## config.mk

```make
export PLATFORM = sky130hd
export DESIGN_NAME = romulusn_tag_out_flat
export DESIGN_NICKNAME = d
export VERILOG_FILES = /design/src/rtl/romulusn_tag_out_if.sv /design/src/rtl/romulusn_tag_out.sv /design/src/flat_wrapper.sv
export SDC_FILE = /design/constraint.sdc
export NUM_CORES = 1
export LEC_CHECK = 0
export BUFFER_PORTS_ARGS = -buffer_cell sky130_fd_sc_hd__buf_2
export CAP_MARGIN = 30
export CORE_UTILIZATION = 28
export DETAILED_ROUTE_END_ITERATION = 16
export HOLD_SLACK_MARGIN = 0.12
export PLACE_DENSITY_LB_ADDON = 0.1
export RECOVER_POWER = 100
export SETUP_SLACK_MARGIN = 0.1
export SYNTH_ARGS = -nofsm -noshare
export SYNTH_HDL_FRONTEND = slang
export SYNTH_SLANG_ARGS = --single-unit
```

## constraint.sdc

```tcl
create_clock -name clk -period 4.1 [get_ports clk]
set_clock_uncertainty 0.1 [all_clocks]
set_input_delay 0.205 -clock clk [delete_from_list [all_inputs] [get_ports clk]]
set_output_delay 0.205 -clock clk [all_outputs]
set_load 0.1 [all_outputs]
```

## src/rtl/romulusn_tag_out_if.sv

```systemverilog
// Tag-word handshake bundle for the Romulus-N tag output/verify stage.
// The master modport is the tag block; the slave modport is the surrounding core/link.
interface romulusn_tag_out_if;
  logic [31:0] do_data;
  logic        do_valid;
  logic        do_ready;
  logic        do_last;
  logic [31:0] tag_in;
  logic        tag_valid;
  logic        tag_ready;

  modport master (
    output do_data, do_valid, do_last, tag_ready,
    input  do_ready, tag_in, tag_valid
  );

  modport slave (
    input  do_data, do_valid, do_last, tag_ready,
    output do_ready, tag_in, tag_valid
  );
endinterface

```

## src/rtl/romulusn_tag_out.sv

```systemverilog
// Romulus-N tag output/verify stage: snapshots the final state on start, then
// streams G(S) word by word (encrypt) or compares it against a received tag in constant time (decrypt).
module romulusn_tag_out #(
  parameter int unsigned WORDS   = 4,
  parameter bit          APPLY_G = 1'b1
) (
  input  logic                clk,
  input  logic                rst,
  input  logic [127:0]        state,
  input  logic                start,
  input  logic                decrypt,
  romulusn_tag_out_if.master  bus,
  output logic                busy,
  output logic                done,
  output logic                tag_ok
);

  if (WORDS < 1 || WORDS > 4) begin : g_bad_words
    $error("romulusn_tag_out: WORDS must be in 1..4");
  end

  typedef enum logic [1:0] {
    S_IDLE,
    S_EMIT,
    S_VERIFY,
    S_DONE
  } state_e;

  localparam logic [2:0] LAST_CNT = 3'(WORDS - 1);

  state_e       st_q, st_d;
  logic [127:0] sr_q, sr_d;
  logic [2:0]   cnt_q, cnt_d;
  logic         mismatch_q, mismatch_d;
  logic         verify_q, verify_d;
  logic         tag_ok_q, tag_ok_d;

  logic [31:0]  top_word;
  logic         last_word;
  logic         do_hs;
  logic         tag_hs;

  logic [31:0]  do_data_o;
  logic         do_valid_o;
  logic         do_last_o;
  logic         tag_ready_o;
  logic         busy_o;
  logic         done_o;

  // G per byte: rotate right by one, with the new MSB being b[0]^b[7].
  function automatic logic [31:0] g_word(input logic [31:0] w);
    logic [31:0] r;
    r = '0;
    for (int unsigned i = 0; i < 4; i++) begin
      r[8*i +: 8] = {w[8*i] ^ w[8*i+7], w[8*i+1 +: 7]};
    end
    return r;
  endfunction

  assign top_word  = APPLY_G ? g_word(sr_q[127:96]) : sr_q[127:96];
  assign last_word = (cnt_q == LAST_CNT);
  assign do_hs     = (st_q == S_EMIT)   && bus.do_ready;
  assign tag_hs    = (st_q == S_VERIFY) && bus.tag_valid;

  always_ff @(posedge clk or negedge rst) begin
    if (!rst) begin
      st_q       <= S_IDLE;
      sr_q       <= '0;
      cnt_q      <= '0;
      mismatch_q <= 1'b0;
      verify_q   <= 1'b0;
      tag_ok_q   <= 1'b0;
    end else begin
      st_q       <= st_d;
      sr_q       <= sr_d;
      cnt_q      <= cnt_d;
      mismatch_q <= mismatch_d;
      verify_q   <= verify_d;
      tag_ok_q   <= tag_ok_d;
    end
  end

  always_comb begin
    st_d       = st_q;
    sr_d       = sr_q;
    cnt_d      = cnt_q;
    mismatch_d = mismatch_q;
    verify_d   = verify_q;
    tag_ok_d   = tag_ok_q;
    unique case (st_q)
      S_IDLE: begin
        if (start) begin
          sr_d       = state;
          cnt_d      = '0;
          mismatch_d = 1'b0;
          verify_d   = decrypt;
          tag_ok_d   = 1'b0;
          st_d       = decrypt ? S_VERIFY : S_EMIT;
        end
      end
      S_EMIT: begin
        if (do_hs) begin
          sr_d  = sr_q << 32;
          cnt_d = cnt_q + 3'd1;
          if (last_word) st_d = S_DONE;
        end
      end
      S_VERIFY: begin
        // Mismatches only accumulate; all WORDS words are always consumed.
        if (tag_hs) begin
          mismatch_d = mismatch_q | (bus.tag_in != top_word);
          sr_d       = sr_q << 32;
          cnt_d      = cnt_q + 3'd1;
          if (last_word) st_d = S_DONE;
        end
      end
      S_DONE: begin
        tag_ok_d = verify_q & ~mismatch_q;
        st_d     = S_IDLE;
      end
      default: st_d = S_IDLE;
    endcase
  end

  always_comb begin
    do_data_o   = '0;
    do_valid_o  = 1'b0;
    do_last_o   = 1'b0;
    tag_ready_o = 1'b0;
    busy_o      = 1'b0;
    done_o      = 1'b0;
    unique case (st_q)
      S_EMIT: begin
        do_data_o  = top_word;
        do_valid_o = 1'b1;
        do_last_o  = last_word;
        busy_o     = 1'b1;
      end
      S_VERIFY: begin
        tag_ready_o = 1'b1;
        busy_o      = 1'b1;
      end
      S_DONE:  done_o = 1'b1;
      default: ;
    endcase
  end

  assign bus.do_data   = do_data_o;
  assign bus.do_valid  = do_valid_o;
  assign bus.do_last   = do_last_o;
  assign bus.tag_ready = tag_ready_o;
  assign busy          = busy_o;
  assign done          = done_o;
  assign tag_ok        = tag_ok_q;

endmodule

```

## src/flat_wrapper.sv

```systemverilog
// flat-port wrapper written by rule: the top's interface ports become plain ports
module romulusn_tag_out_flat 
#(
  parameter int unsigned WORDS   = 4,
  parameter bit          APPLY_G = 1'b1
)
  (clk, rst, state, start, decrypt, busy, done, tag_ok, bus_do_data, bus_do_valid, bus_do_last, bus_tag_ready, bus_do_ready, bus_tag_in, bus_tag_valid);
  romulusn_tag_out_if bus_i ();
  input  logic clk;
  input  logic rst;
  input  logic [127:0] state;
  input  logic start;
  input  logic decrypt;
  output logic busy;
  output logic done;
  output logic tag_ok;
  output wire logic [$bits(bus_i.do_data)-1:0] bus_do_data;
  output wire logic [$bits(bus_i.do_valid)-1:0] bus_do_valid;
  output wire logic [$bits(bus_i.do_last)-1:0] bus_do_last;
  output wire logic [$bits(bus_i.tag_ready)-1:0] bus_tag_ready;
  input wire logic [$bits(bus_i.do_ready)-1:0] bus_do_ready;
  input wire logic [$bits(bus_i.tag_in)-1:0] bus_tag_in;
  input wire logic [$bits(bus_i.tag_valid)-1:0] bus_tag_valid;
  assign bus_do_data = bus_i.do_data;
  assign bus_do_valid = bus_i.do_valid;
  assign bus_do_last = bus_i.do_last;
  assign bus_tag_ready = bus_i.tag_ready;
  assign bus_i.do_ready = bus_do_ready;
  assign bus_i.tag_in = bus_tag_in;
  assign bus_i.tag_valid = bus_tag_valid;
  romulusn_tag_out #(.WORDS(WORDS), .APPLY_G(APPLY_G)) u_core (.clk(clk), .rst(rst), .state(state), .start(start), .decrypt(decrypt), .bus(bus_i), .busy(busy), .done(done), .tag_ok(tag_ok));
endmodule
```

==> flow_summary.ini, run 1 <==
[synthesis]
synth.yosys.seq_area_share = 0.5002
syn_area_per_cell_um2 = 9.847
synth_nets = 863
post_synth_instance_area_mm2 = 0.006804
postSynthRegisterBits = 136
post_synthesis_cells = 691
synth.yosys.warnings = 0
post_synth_num_cell_types = 28

[die]
placementRows = 56
die_area_mm2 = 0.02493
fp.coreArea_mm2 = 0.02368
dieHeight_um = 157.9
floorplan_die_width_um = 157.9
floorplan.initialDensity = 0.2873
ioPinCount = 204

[timing]
finalCritPeriodShare = 0.7823
report.final.setup_viol = 0
maxSlewViolCount = 126
timing.final.hold_violations = 0
clock.fmax_mhz = 311.8
finalWorstPathRequiredPeriod_ns = 3.208
finalSetupTns_ns = 0
hold_slack_ns = 0.3654
tightestPinTransition_ns = 2.297
max_slew_margin = -0.5316
rsz0062_at_grt = no

[worst_setup_path]
worstSetupEndpointType = register
worst_path_largest_cell_delay_ns = 1.35
cpMaxStageDelayCell = sky130_fd_sc_hd__clkbuf_1
worstPathArrival_ns = 3.46
critPathLaunchType = register
cp_data_required_time_ns = 4.35
worstSetupPathType = register to register
crit_chain = inv_1 -> ha_1 -> buf_4 -> nor2b_1 -> nor4_4 -> clkbuf_1 -> nand3b_1 -> nand2_1
maximum_fanout_count_along_the_critical_path = 36

[final_layout]
final_area_mm2 = 0.01003
non_filler_instances = 1341
design.final.nets = 1181
synthToLayoutAreaGrowth_pct = 47.37
antennaDiodeCount = 0
final_layout_size_suffix_gt1_frac = 0.2016

[clocking]
post_cts_buffers = 0
numCtsBuffers = 17
ctsRootBufferMaster = sky130_fd_sc_hd__clkbuf_16
cts-resized-gates = 0
worst_setup_hold_path_clk_slew_ns = 0.06
ctsHtreeMaxLevel = 4
cts_tree = yes
insertion_delay_of_the_later_clocked_pin_in_the_worst_skew_pair_ns = 0.42
cts_hold_buf = 135
cts_buffer_depth = 2
clkSinkCount = 136

[detailed_routing]
dr_total_vias = 5667
post_drt_via_cell_ratio = 4.226
first_pass_iters = 4
drt.antenna.violating_nets = 0
detailedRoute.firstIterationViolations = 303
routedWlPerCell_um = 14.89
drt_drc_violations_left = 0
drt-total-wl_mm = 19.97

[place]
dpl.hpwl_mm = 13.97
placer_congestion = 0.7211
dpl.cell_count = 1174
instance_area_at_placement_mm2 = 0.008123
port_buffers = 203

[grt]
antenna_found_initial = 0
overflow_after_grt = 0
grt_pass1_vias = 5748
global_route_wire_length_before_repair_mm = 31.19
maximum_number_of_pins_on_one_net_before_global_route_repair = 100
globalRouteTotalUtil = 0.1643

[run]
drv.max_cap_violation_count = 2

[power]
ir_drop_v = 0.0005142
leakagePower_uw = 0.004857
p_per_area_mw_per_mm2 = 892.2

[outcome]
outcome = finished, violations left
violated_checks = capacitance limit, slew limit

[min_path]
holdCritPathClass = register to register
[through the flow]
| step | util | total power, uW | setup slack, ns |
|---|---|---|---|
| floorplan | - | 6274 | 1.340 |
| global placement | 0.3430 | 7317 | 1.362 |
| detailed placement | 0.3430 | 7387 | 1.281 |
| CTS | 0.4260 | 9134 | 1.265 |
| global route | 0.4234 | 9666 | 0.5577 |
| finish | 0.4234 | 8946 | 0.8924 |
[critical path: cells and delay by family (launching register included)]
family | cells | cell delay (ns)
fa+ha+maj | 1 | 0.18
flops | 1 | 0.39
simple gates | 4 | 0.77
buf+inv | 3 | 1.67
[layout make-up]
| cell class | instances | area, um^2 |
|---|---|---|
| repair buffers | 346 | 2421 |
| clock inverters | 11 | 145.1 |
| multi-input cells | 502 | 3166 |
| flip-flops and latches | 136 | 3403 |
| inverters | 6 | 22.52 |
| clock buffers | 21 | 470.5 |
| fillers | 2447 | 13660 |
| well taps | 319 | 399.1 |
[routing by layer]
| metal | vias to the layer above | part of all wire | GRT usage |
|---|---|---|---|
| li1 | 2959 | - | - |
| met1 | 2559 | 0.52 | 0.2345 |
| met2 | 139 | 0.42 | 0.2459 |
| met3 | 10 | 0.052 | 0.04298 |
| met4 | 0 | 0.0069 | 0.03745 |
| met5 | - | 0 | 0 |
[report_power, final]
group          internal (uW)  total (uW)  switching, uW
combinational           1720        4890           3160
clock                   1010        1600            596
sequential              2000        2450            451
total                   4730        8950           4210
[sequential cells by signal, summed over array words and instances, names as in the netlist]
name / flops
u_core.sr_q: 128
u_core.verify_q: 1
u_core.mismatch_q: 1
u_core.cnt_q: 3
u_core.tag_ok: 1
u_core.st_q: 2
[synthesized netlist by cell type]
cell type | number | share of area
sky130_fd_sc_hd__a21oi_1 | 5 | 0.0037
sky130_fd_sc_hd__a31oi_1 | 2 | 0.0018
sky130_fd_sc_hd__and2_1 | 33 | 0.030
sky130_fd_sc_hd__buf_1 | 3 | 0.0017
sky130_fd_sc_hd__buf_2 | 13 | 0.0096
sky130_fd_sc_hd__buf_6 | 6 | 0.0099
sky130_fd_sc_hd__clkbuf_1 | 25 | 0.014
sky130_fd_sc_hd__dfrtp_1 | 136 | 0.50
sky130_fd_sc_hd__ha_1 | 6 | 0.011
sky130_fd_sc_hd__inv_1 | 6 | 0.0033
sky130_fd_sc_hd__mux2i_1 | 97 | 0.14
sky130_fd_sc_hd__nand2_1 | 167 | 0.092
sky130_fd_sc_hd__nand3_1 | 1 | 0.00073
sky130_fd_sc_hd__nand3b_1 | 35 | 0.039
sky130_fd_sc_hd__nand4_1 | 3 | 0.0028
sky130_fd_sc_hd__nor2_1 | 1 | 0.00055
sky130_fd_sc_hd__nor2b_1 | 3 | 0.0028
sky130_fd_sc_hd__nor3_1 | 1 | 0.00073
sky130_fd_sc_hd__nor4_1 | 6 | 0.0055
sky130_fd_sc_hd__nor4_2 | 1 | 0.0018
sky130_fd_sc_hd__o21ai_0 | 93 | 0.068
sky130_fd_sc_hd__o21ai_1 | 6 | 0.0044
sky130_fd_sc_hd__o22a_1 | 2 | 0.0026
sky130_fd_sc_hd__o31a_1 | 2 | 0.0026
sky130_fd_sc_hd__or3_1 | 1 | 0.00092
sky130_fd_sc_hd__or4_1 | 1 | 0.0011
sky130_fd_sc_hd__xnor2_1 | 4 | 0.0051
sky130_fd_sc_hd__xor2_1 | 32 | 0.041
[kinds of logic (layout without fill, tap and decap cells)]
group                    Yosys count  count (layout)  synth area share
adder cells (fa/ha/maj)            6               6           0.01103
buffers and inverters             53             384           0.03825
flip-flops                       136             136            0.5002
multiplexers                      97              97            0.1427
AO/OA/AOI/OAI                    110             110           0.08349
AND/OR/NAND/NOR                  253             253            0.1780
XOR/XNOR                          36              36           0.04634
[cell usage in the layout (no fill, tap or decap), types with 32 or more instances in the layout]
master / Yosys / routed
sky130_fd_sc_hd__and2_1: 33 / 33
sky130_fd_sc_hd__dfrtp_1: 136 / 136
sky130_fd_sc_hd__nand2_1: 167 / 167
sky130_fd_sc_hd__clkbuf_1: 25 / 40
sky130_fd_sc_hd__xor2_1: 32 / 32
sky130_fd_sc_hd__o21ai_0: 93 / 98
sky130_fd_sc_hd__dlygate4sd3_1: 0 / 135
sky130_fd_sc_hd__mux2i_1: 97 / 97
sky130_fd_sc_hd__buf_2: 13 / 164
sky130_fd_sc_hd__nand3b_1: 35 / 35
[final timing paths]
path / cells past startpoint / from / slack, ns / endpoint
max: 8 / u_core.st_q[1] / 0.89 / u_core.sr_q[19]
min: 2 / u_core.sr_q[9] / 0.37 / u_core.sr_q[9]
max reg2reg: 8 / u_core.st_q[1] / 0.89 / u_core.sr_q[19]
min reg2reg: 2 / u_core.sr_q[9] / 0.37 / u_core.sr_q[9]
max in group asynchronous: 3 / rst / 1.29 / u_core.sr_q[49]
min in group asynchronous: 2 / rst / 0.89 / u_core.sr_q[115]
Power figures use the tool's default switching activity.
==> run 2, diff against run 1 <==
==> constraint.sdc (replaced) <==
create_clock -name clk -period 2.7 [get_ports clk]
set_clock_uncertainty 0.1 [all_clocks]
set_input_delay 0.135 -clock clk [delete_from_list [all_inputs] [get_ports clk]]
set_output_delay 0.135 -clock clk [all_outputs]
set_load 0.1 [all_outputs]
==> flow_summary.ini, run 2 (synthesis results as in run 1) <==
[final_layout]
layout_common_cells = sky130_fd_sc_hd__nand2_1 (167), sky130_fd_sc_hd__buf_2 (164), sky130_fd_sc_hd__dlygate4sd3_1 (138), sky130_fd_sc_hd__dfrtp_1 (136), sky130_fd_sc_hd__o21ai_0 (98)
synthToLayoutAreaGrowth_pct = 48.84
top_register = u_core.sr_q
final_area_mm2 = 0.01013
mostFrequentLayoutCell = sky130_fd_sc_hd__nand2_1
design.final.nets = 1190
largest_reg_flops = 128
largestRegisters = u_core.sr_q: 128 flops, u_core.cnt_q: 3 flops, u_core.st_q: 2 flops
final_layout_size_suffix_gt1_frac = 0.2405
fillerInstances = 2405

[die]
die_area_mm2 = 0.02493
floorplan.initialDensity = 0.2873
dieHeight_um = 157.9
floorplan_die_width_um = 157.9
placementRows = 56
fp.coreArea_mm2 = 0.02368
ioPinCount = 204

[detailed_routing]
first_pass_iters = 5
dr_total_vias = 5712
drt_drc_violations_left = 0
drt-total-wl_mm = 20.10
drt.antenna.violating_nets = 0
detailedRoute.firstIterationViolations = 266
routedWlPerCell_um = 14.88
post_drt_via_cell_ratio = 4.228

[clocking]
cts_buffer_depth = 2
insertion_delay_of_the_later_clocked_pin_in_the_worst_skew_pair_ns = 0.42
clkSinkCount = 136
cts_tree = yes
worst_setup_hold_path_clk_slew_ns = 0.06
ctsRootBufferMaster = sky130_fd_sc_hd__clkbuf_16
ctsHtreeMaxLevel = 4
numCtsBuffers = 17

[timing]
tightestPinTransition_ns = 1.476
max_slew_margin = 0.01581
maxSlewViolCount = 0
clock.fmax_mhz = 411.0
rsz0062_at_grt = no
finalSetupTns_ns = 0
finalWorstPathRequiredPeriod_ns = 2.433
report.final.setup_viol = 0
timing.final.hold_violations = 0
finalCritPeriodShare = 0.9012

[grt]
overflow_after_grt = 0
global_route_wire_length_before_repair_mm = 31.30
grt_pass1_vias = 5749
globalRouteTotalUtil = 0.1659
maximum_number_of_pins_on_one_net_before_global_route_repair = 75
antenna_found_initial = 1

[worst_setup_path]
critPathLaunchType = register
worst-r2r-setup-slack_ns = 0.32
worstSetupEndpointType = output port
cp_data_required_time_ns = 2.47
maximum_fanout_count_along_the_critical_path = 19
worstSetupPathType = register to output port
worstPathArrival_ns = 2.20

[run]
drv.max_cap_violation_count = 0

[place]
instance_area_at_placement_mm2 = 0.008185
port_buffers = 203
placer_congestion = 0.7232
dpl.hpwl_mm = 14.03

[power]
leakagePower_uw = 0.004991
p_per_area_mw_per_mm2 = 1341
ir_drop_v = 0.0007113

[outcome]
outcome = complete, no violations

[min_path]
holdCritPathClass = input port to register
## run 2: cell count changes in the layout (fill, tap and decap cells not counted), moves of 3 or more
cell | before | now
sky130_fd_sc_hd__clkbuf_1 | 40 | 4
sky130_fd_sc_hd__clkbuf_2 | 3 | 38
sky130_fd_sc_hd__buf_4 | 1 | 6
sky130_fd_sc_hd__inv_6 | 1 | 5
sky130_fd_sc_hd__clkbuf_8 | 3 | 0
sky130_fd_sc_hd__clkinv_2 | 4 | 1
sky130_fd_sc_hd__clkinvlp_4 | 0 | 3
sky130_fd_sc_hd__dlygate4sd3_1 | 135 | 138
## run 2: metal layers
metal  track usage  vias up  wire length, um
li1              -     2998                -
met1        0.2363     2566            10250
met2        0.2465      139             8695
met3       0.04353        9             1003
met4       0.04300        0              153
met5             0        -                0
## run 2: cell type report
class	count	area (um^2)	share of cell area
Antenna cell	1	2.502	0.0002471
Clock buffer	17	425.4	0.04201
Clock inverter	15	166.4	0.01643
Inverter	6	22.52	0.002224
Multi-Input combinational cell	502	3164	0.3125
Sequential cell	136	3403	0.3361
Tap cell	319	399.1	0.03941
Timing Repair Buffer	355	2544	0.2512
## run 2: metrics by stage
stage          worst slack, ns  utilization  hold slack [ns]  power (uW)  std cells
2_1_floorplan           0.1868            -          -0.2606        9543        691
3_3_place_gp            0.6090       0.3456          0.03701       11190       1180
3_5_place_dp            0.5480       0.3456          0.03597       11280       1180
4_1_cts                 0.2557       0.4289           0.1262       13860       1350
5_1_grt                 0.1318       0.4276           0.1537       14670       1351
6_report                0.2668       0.4276           0.1444       13580       1351
## run 2: repair_timing
item                                   4_1_cts  5_1_grt
gates resized for setup                      0        0
hold buffers                               138        0
setup endpoints to repair                    0        0
endpoints found under the hold margin      269        0
buffers inserted                             0        0
## run 2: worst max-delay path, stage by stage, from the launching register on
cell and delay, ns:
sky130_fd_sc_hd__dfrtp_1 0.40, sky130_fd_sc_hd__inv_1 0.11, sky130_fd_sc_hd__ha_4 0.39, sky130_fd_sc_hd__buf_4 0.35, sky130_fd_sc_hd__clkbuf_2 0.53
## run 2: final timing paths
check                                      from                end  cells past startpoint
min in group asynchronous                   rst   u_core.sr_q[114]                      2
worst max register to register   u_core.st_q[0]    u_core.sr_q[37]                      8
worst min-delay path             bus_tag_in[14]  u_core.mismatch_q                      5
worst max-delay path             u_core.st_q[0]               busy                      4
max in group asynchronous                   rst     u_core.sr_q[0]                      3
worst min register to register  u_core.sr_q[12]    u_core.sr_q[12]                      2
## run 2: report_power, final
group	internal (uW)	switching (uW)
combinational	2690	4830
clock	1380	971
sequential	3040	667
==> run 3, diff against run 2 <==
--- a/config.mk
+++ b/config.mk
@@ -10,7 +10,6 @@
 export CORE_UTILIZATION = 28
 export DETAILED_ROUTE_END_ITERATION = 16
 export HOLD_SLACK_MARGIN = 0.12
-export PLACE_DENSITY_LB_ADDON = 0.1
 export RECOVER_POWER = 100
 export SETUP_SLACK_MARGIN = 0.1
 export SYNTH_ARGS = -nofsm -noshare
==> flow_summary.ini, run 3 (synthesis results as in run 1) <==
[outcome]
outcome = finished, violations left
violated_checks = capacitance limit, slew limit

[worst_setup_path]
launching_element_of_the_worst_setup_path = u_core.st_q[0]
worstPathArrival_ns = 2.30
crit_chain = inv_1 -> ha_4 -> buf_4 -> clkbuf_2
worstSetupEndpointType = output port
maximum_fanout_count_along_the_critical_path = 21
critical_path.reg2reg.startpoint = u_core.st_q[0]
worst_path_largest_cell_delay_ns = 0.52
critPathLaunchType = register
cp_data_required_time_ns = 2.47
worstSetupPathType = register to output port
cpMaxStageDelayCell = sky130_fd_sc_hd__clkbuf_2

[clocking]
insertion_delay_of_the_later_clocked_pin_in_the_worst_skew_pair_ns = 0.42
cts_tree = yes
numCtsBuffers = 17
ctsRootBufferMaster = sky130_fd_sc_hd__clkbuf_16
ctsHtreeMaxLevel = 4
cts_buffer_depth = 2
post_cts_buffers = 0
clkSinkCount = 136
worst_setup_hold_path_clk_slew_ns = 0.07

[power]
switching_power_uw = 6411
power_frac_seq = 0.276
p_per_area_mw_per_mm2 = 1337
pwr-share-clk = 0.171
comb_power_share = 0.554
netSwitchingFraction = 0.4745
leakagePower_uw = 0.004979
ir_drop_v = 0.0006761
p_int_uw = 7101

[place]
place_worst_setup_slack_ns = 0.4213
port_buffers = 203
placer_congestion = 0.7660
dpl.hpwl_mm = 13.85

[die]
die_area_mm2 = 0.02493
fp.coreArea_mm2 = 0.02368
floorplan_die_width_um = 157.9
ioPinCount = 204
placementRows = 56
floorplan.initialDensity = 0.2873
dieHeight_um = 157.9

[grt]
global_route_wire_length_before_repair_mm = 31.31
antenna_found_initial = 4
maximum_number_of_pins_on_one_net_before_global_route_repair = 79
grt_pass1_vias = 6079
globalRouteTotalUtil = 0.1647
overflow_after_grt = 0

[detailed_routing]
drt.antenna.violating_nets = 0
drt-total-wl_mm = 19.94
routed.top_layer = met4
dr_total_vias = 5895
met3_wirelength_um = 784
drt_drc_violations_left = 0
met1_length_mm = 9.569
detailedRoute.firstIterationViolations = 316
post_drt_via_cell_ratio = 4.354
routedWlPerCell_um = 14.72
routed-wl-met2_mm = 9.253
first_pass_iters = 4

[timing]
finalWorstPathRequiredPeriod_ns = 2.533
timing.final.hold_violations = 0
finalCritPeriodShare = 0.9382
max_slew_margin = -0.3972
maxSlewViolCount = 78
report.final.setup_viol = 0
rsz0062_at_grt = no
finalSetupTns_ns = 0
tightestPinTransition_ns = 2.096
clock.fmax_mhz = 394.8
smallest_setup_slack_after_layout_ns = 0.1668

[final_layout]
top_register = u_core.sr_q
regArea_mm2 = 0.003403
final_layout_size_suffix_gt1_frac = 0.2417
largest_reg_flops = 128
multiInputGateArea_mm2 = 0.003156
largestRegisters = u_core.sr_q: 128 flops, u_core.cnt_q: 3 flops, u_core.st_q: 2 flops
mostFrequentLayoutCell = sky130_fd_sc_hd__nand2_1
layout_common_cells = sky130_fd_sc_hd__nand2_1 (167), sky130_fd_sc_hd__buf_2 (165), sky130_fd_sc_hd__dfrtp_1 (136), sky130_fd_sc_hd__dlygate4sd3_1 (135), sky130_fd_sc_hd__o21ai_0 (98)
synthToLayoutAreaGrowth_pct = 48.53
fillerInstances = 2321
design.final.nets = 1189

[run]
drv.max_cap_violation_count = 1

[min_path]
holdCritPathClass = input port to register
hold_start = bus_tag_in[6]
==> run 3: cell types whose count changed in the layout (fill, tap and decap cells not counted), sizes merged <==
cell | previous run | this run
buf | 175 | 174
bufinv | 2 | 1
clkbuf | 59 | 66
clkinv | 5 | 4
clkinvlp | 3 | 2
diode | 1 | 5
dlygate4sd3 | 138 | 135
inv | 11 | 10
==> run 3: critical path: cells and delay by family (launching register included) <==
| family | cells | cell delay [ns] |
|---|---|---|
| buffers and inverters | 3 | 1.01 |
| adders and majority gates | 1 | 0.44 |
| DFF | 1 | 0.42 |
==> run 3: cell type report <==
cell class | count | area share
diodes | 5 | 0.001238
clock inverters | 11 | 0.01127
repair buffers | 354 | 0.2502
inverters | 6 | 0.002229
well taps | 319 | 0.03950
multi-input cells | 502 | 0.3122
flip-flops and latches | 136 | 0.3368
clock buffers | 21 | 0.04655
==> run 3: stage by stage <==
stage                     area, um^2  power (uW)  hold WS [ns]  std cells  utilization
final                          10110       13510        0.1506       1354       0.4267
after global routing           10110       14570        0.1377       1354       0.4267
after CTS                      10160       13810        0.1278       1349       0.4290
after detailed placement        8225       11300        0.1377       1182       0.3473
after global placement          8225       11160        0.1410       1182       0.3473
after floorplan                 6812        9543       -0.2606        691            -
==> run 3: layer usage <==
metal,vias to the layer above,global-route usage
met4,0,0.04947
li1,2997,-
met5,-,0
met3,22,0.03586
met1,2719,0.2150
met2,157,0.2714
==> run 3: final timing paths <==
path | end | slack, ns | cells past startpoint
hold reg to reg | u_core.sr_q[11] | 0.37 | 2
setup / recovery | busy | 0.17 | 4
max in group asynchronous | u_core.sr_q[28] | 0.49 | 3
hold / removal | u_core.mismatch_q | 0.15 | 5
setup reg to reg | u_core.sr_q[42] | 0.23 | 8
min in group asynchronous | u_core.sr_q[18] | 0.75 | 2
==> run 3: timing repair <==
| item | in CTS | in global routing |
|---|---|---|
| hold buffers | 135 | 0 |
| gates resized for setup | 0 | 0 |
| endpoints found under the hold margin | 208 | 0 |
==> run 3: power by group through the flow <==
stage	combinational [uW]	sequential [uW]	clock (uW)
CTS	7720	3740	2350
detailed placement	7520	3780	0
global placement	7420	3750	0
global route	8250	3860	2450
finish	7480	3730	2300
floorplan	6030	3510	0
